`src/rtl/mul_div_unit_pkg.sv`:
```
// ============================================================================
// Module      : mul_div_unit_pkg
// Description : Shared constants for the HI/LO multiply/divide unit: default
//               word width, operation encodings and FSM state encodings.
// Revision    : 1.0 - initial release
// ============================================================================
`default_nettype none

`ifndef WORD_WIDTH
`define WORD_WIDTH 32
`endif

package mul_div_unit_pkg;

   // Operation codes as presented on the op port
   localparam logic [2:0] OP_MULT  = 3'd0;
   localparam logic [2:0] OP_MULTU = 3'd1;
   localparam logic [2:0] OP_DIV   = 3'd2;
   localparam logic [2:0] OP_DIVU  = 3'd3;
   localparam logic [2:0] OP_MTHI  = 3'd4;
   localparam logic [2:0] OP_MTLO  = 3'd5;

   // Controller states
   typedef enum logic [1:0] {
      ST_IDLE = 2'd0,
      ST_MUL  = 2'd1,
      ST_DIV  = 2'd2,
      ST_FIX  = 2'd3
   } md_state_e;

endpackage : mul_div_unit_pkg

`default_nettype wire

```
`src/rtl/mul_div_unit.sv`:
```
// ============================================================================
// Module      : mul_div_unit
// Description : Iterative HI/LO multiply/divide unit. Shift-add multiply and
//               restoring divide on operand magnitudes, one bit per cycle,
//               followed by a sign fix-up cycle that writes HI/LO.
// Revision    : 1.0 - initial release
// ============================================================================
`default_nettype none

`ifndef WORD_WIDTH
`define WORD_WIDTH 32
`endif

module mul_div_unit
   import mul_div_unit_pkg::*;
#(
   parameter int WORD_WIDTH = `WORD_WIDTH
) (
   input  logic                  clk,
   input  logic                  rst_n,
   input  logic                  start,
   input  logic [2:0]            op,
   input  logic [WORD_WIDTH-1:0] srcA,
   input  logic [WORD_WIDTH-1:0] srcB,
   input  logic                  cancel,
   output logic                  busy,
   output logic                  done,
   output logic [WORD_WIDTH-1:0] hi,
   output logic [WORD_WIDTH-1:0] lo
);

   localparam int W     = WORD_WIDTH;
   localparam int CNT_W = $clog2(WORD_WIDTH + 1);

   md_state_e            state_q, state_d;
   logic [CNT_W-1:0]     cnt_q, cnt_d;
   // MUL: {partial product, remaining multiplier bits}
   // DIV: {partial remainder, dividend bits shifting into quotient}
   logic [2*W-1:0]       acc_q, acc_d;
   // Multiplicand for MUL, divisor for DIV (magnitude for signed ops)
   logic [W-1:0]         opnd_q, opnd_d;
   logic                 is_div_q, is_div_d;
   logic                 neg_res_q, neg_res_d;
   logic                 neg_rem_q, neg_rem_d;
   logic [W-1:0]         hi_q, hi_d;
   logic [W-1:0]         lo_q, lo_d;
   logic                 done_q, done_d;

   // Operand conditioning at issue
   logic                 is_signed;
   logic [W-1:0]         a_use, b_use;

   // Iteration datapath
   logic [W:0]           mul_sum;
   logic [2*W-1:0]       mul_next;
   logic [W:0]           div_part;
   logic [W:0]           div_diff;
   logic [2*W-1:0]       div_next;

   // Fix-up results
   logic [2*W-1:0]       prod_fix;
   logic [W-1:0]         quo_fix;
   logic [W-1:0]         rem_fix;

   // Operand magnitudes for signed ops, raw operands for unsigned ops
   always_comb begin
      is_signed = (op == OP_MULT) || (op == OP_DIV);
      a_use     = srcA;
      b_use     = srcB;
      if (is_signed && srcA[W-1]) a_use = ~srcA + 1'b1;
      if (is_signed && srcB[W-1]) b_use = ~srcB + 1'b1;
   end

   // One shift-add step and one restoring-divide step on the accumulator
   always_comb begin
      mul_sum  = {1'b0, acc_q[2*W-1:W]} + {1'b0, opnd_q};
      mul_next = acc_q[0] ? {mul_sum, acc_q[W-1:1]}
                          : {1'b0, acc_q[2*W-1:W], acc_q[W-1:1]};
      div_part = {acc_q[2*W-1:W], acc_q[W-1]};
      div_diff = div_part - {1'b0, opnd_q};
      // A borrow restores the shifted remainder; the quotient bit is 0
      div_next = div_diff[W] ? {div_part[W-1:0], acc_q[W-2:0], 1'b0}
                             : {div_diff[W-1:0], acc_q[W-2:0], 1'b1};
   end

   // Sign fix-up; a zero divisor forces an all-ones quotient and the
   // remainder naturally equals the dividend after sign restoration
   always_comb begin
      prod_fix = neg_res_q ? (~acc_q + 1'b1) : acc_q;
      rem_fix  = neg_rem_q ? (~acc_q[2*W-1:W] + 1'b1) : acc_q[2*W-1:W];
      if (opnd_q == '0)   quo_fix = '1;
      else if (neg_res_q) quo_fix = ~acc_q[W-1:0] + 1'b1;
      else                quo_fix = acc_q[W-1:0];
   end

   // Next-state, iteration and HI/LO write control
   always_comb begin
      state_d   = state_q;
      cnt_d     = cnt_q;
      acc_d     = acc_q;
      opnd_d    = opnd_q;
      is_div_d  = is_div_q;
      neg_res_d = neg_res_q;
      neg_rem_d = neg_rem_q;
      hi_d      = hi_q;
      lo_d      = lo_q;
      done_d    = 1'b0;

      case (state_q)
         ST_IDLE: begin
            if (start) begin
               case (op)
                  OP_MTHI: hi_d = srcA;
                  OP_MTLO: lo_d = srcA;
                  OP_MULT, OP_MULTU: begin
                     state_d   = ST_MUL;
                     acc_d     = {{W{1'b0}}, b_use};
                     opnd_d    = a_use;
                     is_div_d  = 1'b0;
                     neg_res_d = is_signed & (srcA[W-1] ^ srcB[W-1]);
                     neg_rem_d = is_signed & srcA[W-1];
                     cnt_d     = CNT_W'(WORD_WIDTH);
                  end
                  OP_DIV, OP_DIVU: begin
                     state_d   = ST_DIV;
                     acc_d     = {{W{1'b0}}, a_use};
                     opnd_d    = b_use;
                     is_div_d  = 1'b1;
                     neg_res_d = is_signed & (srcA[W-1] ^ srcB[W-1]);
                     neg_rem_d = is_signed & srcA[W-1];
                     cnt_d     = CNT_W'(WORD_WIDTH);
                  end
                  default: ;
               endcase
            end
         end
         ST_MUL: begin
            if (cancel) begin
               state_d = ST_IDLE;
               cnt_d   = '0;
            end else if (cnt_q == '0) begin
               state_d = ST_FIX;
            end else begin
               acc_d = mul_next;
               cnt_d = cnt_q - 1'b1;
            end
         end
         ST_DIV: begin
            if (cancel) begin
               state_d = ST_IDLE;
               cnt_d   = '0;
            end else if (cnt_q == '0) begin
               state_d = ST_FIX;
            end else begin
               acc_d = div_next;
               cnt_d = cnt_q - 1'b1;
            end
         end
         ST_FIX: begin
            state_d = ST_IDLE;
            if (!cancel) begin
               done_d = 1'b1;
               if (is_div_d) begin
                  hi_d = rem_fix;
                  lo_d = quo_fix;
               end else begin
                  hi_d = prod_fix[2*W-1:W];
                  lo_d = prod_fix[W-1:0];
               end
            end
         end
         default: state_d = ST_IDLE;
      endcase
   end

   // State and datapath registers
   always_ff @(posedge clk or negedge rst_n) begin
      if (!rst_n) begin
         state_q   <= ST_IDLE;
         cnt_q     <= '0;
         acc_q     <= '0;
         opnd_q    <= '0;
         is_div_q  <= 1'b0;
         neg_res_q <= 1'b0;
         neg_rem_q <= 1'b0;
         hi_q      <= '0;
         lo_q      <= '0;
         done_q    <= 1'b0;
      end else begin
         state_q   <= state_d;
         cnt_q     <= cnt_d;
         acc_q     <= acc_d;
         opnd_q    <= opnd_d;
         is_div_q  <= is_div_d;
         neg_res_q <= neg_res_d;
         neg_rem_q <= neg_rem_d;
         hi_q      <= hi_d;
         lo_q      <= lo_d;
         done_q    <= done_d;
      end
   end

   assign busy = (state_q != ST_IDLE);
   assign done = done_q;
   assign hi   = hi_q;
   assign lo   = lo_q;

endmodule : mul_div_unit

`default_nettype wire

```
`config.mk`:
```
export PLATFORM = sky130hd
export DESIGN_NAME = mul_div_unit
export DESIGN_NICKNAME = d
export VERILOG_FILES = /design/src/rtl/mul_div_unit_pkg.sv /design/src/rtl/mul_div_unit.sv
export SDC_FILE = /design/constraint.sdc
export NUM_CORES = 1
export LEC_CHECK = 0
export CORE_MARGIN = 2
export CORE_UTILIZATION = 25
export CTS_CLUSTER_SIZE = 20
export DETAILED_ROUTE_END_ITERATION = 8
export GPL_TIMING_DRIVEN = 1
export SETUP_SLACK_MARGIN = 0.1
export SLEW_MARGIN = 10
export SYNTH_ARGS = -nofsm -noshare
export SYNTH_HDL_FRONTEND = slang
export SYNTH_SLANG_ARGS = --single-unit
```
`constraint.sdc`:
```
create_clock -name clk -period 2.9 [get_ports clk]
set_input_delay 0.58 -clock clk [delete_from_list [all_inputs] [get_ports clk]]
set_output_delay 0.58 -clock clk [all_outputs]
set_load 0.01 [all_outputs]
```
==> results of run 1 <==
-- area by class of cell --
type | instances | area, µm²
Antenna cell | 1 | 2.502
Clock inverter | 13 | 108.9
Timing Repair Buffer | 607 | 5274
Fill cell | 6271 | 38560
Multi-Input combinational cell | 1645 | 11940
Clock buffer | 19 | 432.9
Sequential cell | 172 | 4318
Inverter | 66 | 252.7
Tap cell | 837 | 1047
-- metrics by stage --
stage	hold WS (ns)	instances	cell area (µm²)	power, mW	util
final	0.4894	3360	23380	27.26	0.3774
after global routing	0.5225	3359	23380	28.98	0.3774
after CTS	0.4921	3333	22450	25.51	0.3625
after detailed placement	0.4746	3275	20960	21.87	0.3384
after global placement	0.4705	3275	20960	21.67	0.3384
after floorplan	0.2844	2021	15780	14.23	-
-- flip-flops by register name (all words and copies together), names as in the netlist --
register and count:
acc_q 64, is_div_q 1, neg_rem_q 1, lo 32, cnt_q 6, state_q 2, done 1, neg_res_q 1
opnd_q 32, hi 32
-- worst max-delay path, stage by stage, from the launching register on --
cell and delay, ns:
dfrtp_2 0.45, inv_2 0.07, ha_4 0.27, buf_6 0.10, nand3_4 0.07, a211o_1 0.28, a21oi_4 0.21, o311a_4 0.24
nor2_4 0.05, a2111oi_4 0.48, o21a_1 0.24, or4_4 0.13, a21oi_2 0.05, o41ai_2 0.31
-- kinds of logic (layout without fill, tap and decap cells) --
| group | after synthesis | after routing | synth area share |
|---|---|---|---|
| AOI/OAI and AO/OA | 700 | 700 | 0.2757 |
| and+or+nand+nor | 618 | 618 | 0.1887 |
| muxes | 78 | 78 | 0.05161 |
| xor gates and xnor gates | 173 | 173 | 0.09765 |
| other | 0 | 1 | 0 |
| buffers and inverters | 204 | 705 | 0.05081 |
| adders and majority gates | 76 | 76 | 0.06149 |
| DFF | 172 | 172 | 0.2740 |
-- worst paths after layout --
kind | from | endpoint | slack [ns]
setup / recovery | opnd_q[11] | acc_q[63] | -0.15
hold / removal | lo[17] | lo[17] | 0.49
setup reg to reg | opnd_q[11] | acc_q[63] | -0.15
hold reg to reg | lo[17] | lo[17] | 0.49
max in group asynchronous | rst_n | acc_q[44] | 1.55
min in group asynchronous | rst_n | acc_q[6] | 0.52
-- power groups by stage --
stage | logic [mW] | registers, mW | clock network [mW]
after global routing | 22.0 | 4.63 | 2.40
after global placement | 17.2 | 4.45 | 0
after floorplan | 9.75 | 4.47 | 0
final | 20.5 | 4.51 | 2.27
after detailed placement | 17.4 | 4.47 | 0
after CTS | 18.7 | 4.47 | 2.31
-- per-layer routing --
layer  routed length, µm  global-route usage
met5                   0                   0
met4                2765             0.07803
met3                5842             0.04685
met2               32570              0.3467
met1               31610              0.2964
-- cells in the final DEF, fill, tap and decap left out, drive strengths merged, types with 11 or more instances in the layout --
cell           Yosys  final
a21o              31     31
o21a              12     12
o41ai             12     12
a31oi             18     18
nand3             22     22
xnor2            110    110
inv               65     70
mux2i             54     54
nand2            254    254
a22oi             19     19
or4               20     20
dfrtp            172    172
nor2             155    155
o22ai             36     36
or3               21     21
o21ai            251    251
o211ai            16     16
nor4              26     26
buf               28    468
nor3              28     28
nand2b            25     25
ha                74     74
clkdlybuf4s50      0    125
nand4             21     21
xor2              63     63
a221oi            15     15
a221o             15     15
o31ai             33     33
clkbuf           110     22
a211oi            13     13
nor2b             11     11
a21oi            171    171
mux2              24     24
-- timing repair --
action	in CTS	in global routing
setup endpoints to repair	65	75
resized for setup	180	168
hold buffers	1	0
endpoints found under the hold margin	28	0
pin swaps	64	111
gates cloned	0	3
setup buffers	25	26
==> summary.txt, run 1 <==
Outcome
  • Status: finished with violations
  • Failing checks: negative setup slack

Synth
  • Post-Syn Instances: ~2.0k
  • Synth top cells by count: nand2_1, o21ai_0, dfrtp_1
  • Flops & latches, synth: about 170
  • Mean post-synth cell area: 7.773 µm²
  • Synthesized area: 15710 µm²
  • Number of synthesized flops with an enable pin: 0
  • Sequential area share after synthesis: 0.2740
  • Top-area cell type share of the netlist area: 0.2740
  • Ys flop type: dfrtp_1
  • Syn. warnings: 0
  • Yosys cell types: ~90
  • Syn Nets: approximately 2.2k
  • Most common cell in the netlist: nand2_1
  • Largest area contributor in the netlist: dfrtp_1
  • Synth top area cells: dfrtp_1, o21ai_0, xnor2_1
  • Fraction of registers with async set/reset: 1.000

STA
  • Max Fclk: 327.8 MHz
  • Post-layout minimum cycle time: approximately 3 ns
  • Max-slew violation count: 0
  • Worst Skew: around 0.018 ns
  • RSZ-0062 raised after global routing: yes
  • Final setup margin: -0.1508 ns
  • Final hold violations: 0
  • Setup violators final: 23
  • Rel. slew slack: 0.2836
  • Worst slew pin tran: 1.072 ns
  • TNS Setup: -1.003 ns
  • Tcrit/Tclk final: 1.052

Pwr
  • Clock Power Share: 0.083
  • P_sw: between 10 and 15 mW
  • PD cells: 1166 nW/µm²
  • Peak VDD IR: 626.3 µV
  • LEAKAGE: around 10 nW
  • Cell-internal power: ~14 mW
  • Sw frac: 0.4882
  • Combinational share of power: 0.751
  • Sequential power share: 0.165

Drt
  • DRC violations left: 0
  • Via density: 5.321
  • Post-Route WL: roughly 73000 µm
  • Initial drt markers: around 1.6k
  • Post-DRT Antenna Nets: 0
  • WL/cell: ~22 µm
  • First-pass DRT Iterations: 5
  • DR vias: roughly 18k

Die
  • Placeable core region: just over 60000 µm²
  • Cell row count: 91
  • # IOs: ~140
  • Die Y: about 250 µm
  • Die area: around 65000 µm²
  • Horiz. Die Dim: 254.7 µm
  • Initial core utilization: 0.2536

Layout
  • Layout cell share with drive strength beyond 1: 0.3010
  • Layout net count: around 2.7k
  • Area Overhead vs Synth: 48.83%

GRT
  • Global-route wire length before repair: about 110000 µm
  • Largest net degree at the start of global routing: 80
  • Total track usage: 0.2201
  • Vias in the first global route: ~18k
  • Initial antenna violation count: 2
  • Total gr overflow: 0

Clocking
  • TritonCTS clock tree: done
  • Clk pin slew, worst setup/hold paths: 0.08 ns
  • CTS max path bufs: 2
  • Root Buffer: clkbuf_16
  • CTS HTree Levels: 4
  • TritonCTS Buffers: 17
  • Clock insertion delay at the later pin of the skew report: 0.51 ns
  • CTS Sinks: about 170

Setup path
  • Setup CP Type: register to register
  • R2R cell count: 13
  • Crit start category: register
  • Required time of the critical path: 3.29 ns
  • CP Capture Type: register
  • Worst Path Max Fanout: 3
  • Crit path arrival time: 3.45 ns

Hold path
  • Hold WC Path Type: register to register
  • Hold depth: 2

Place
  • Routability Congestion: roughly 0.96
  • PortBufs: approximately 140
  • Detailed Place HPWL: between 50000 and 60000 µm
  • Place WS: -0.6445 ns

Run
  • Max cap viols: 0
Note: power is estimated with default switching activity, not from simulation.
==> run 2: changes to the inputs <==
--- a/config.mk
+++ b/config.mk
@@ -11,7 +11,7 @@
 export DETAILED_ROUTE_END_ITERATION = 8
 export GPL_TIMING_DRIVEN = 1
 export SETUP_SLACK_MARGIN = 0.1
-export SLEW_MARGIN = 10
+export SLEW_MARGIN = 15
 export SYNTH_ARGS = -nofsm -noshare
 export SYNTH_HDL_FRONTEND = slang
 export SYNTH_SLANG_ARGS = --single-unit
==> results of run 2 <==
No change in the layout: final DEF, timing and power equal those of run 1.
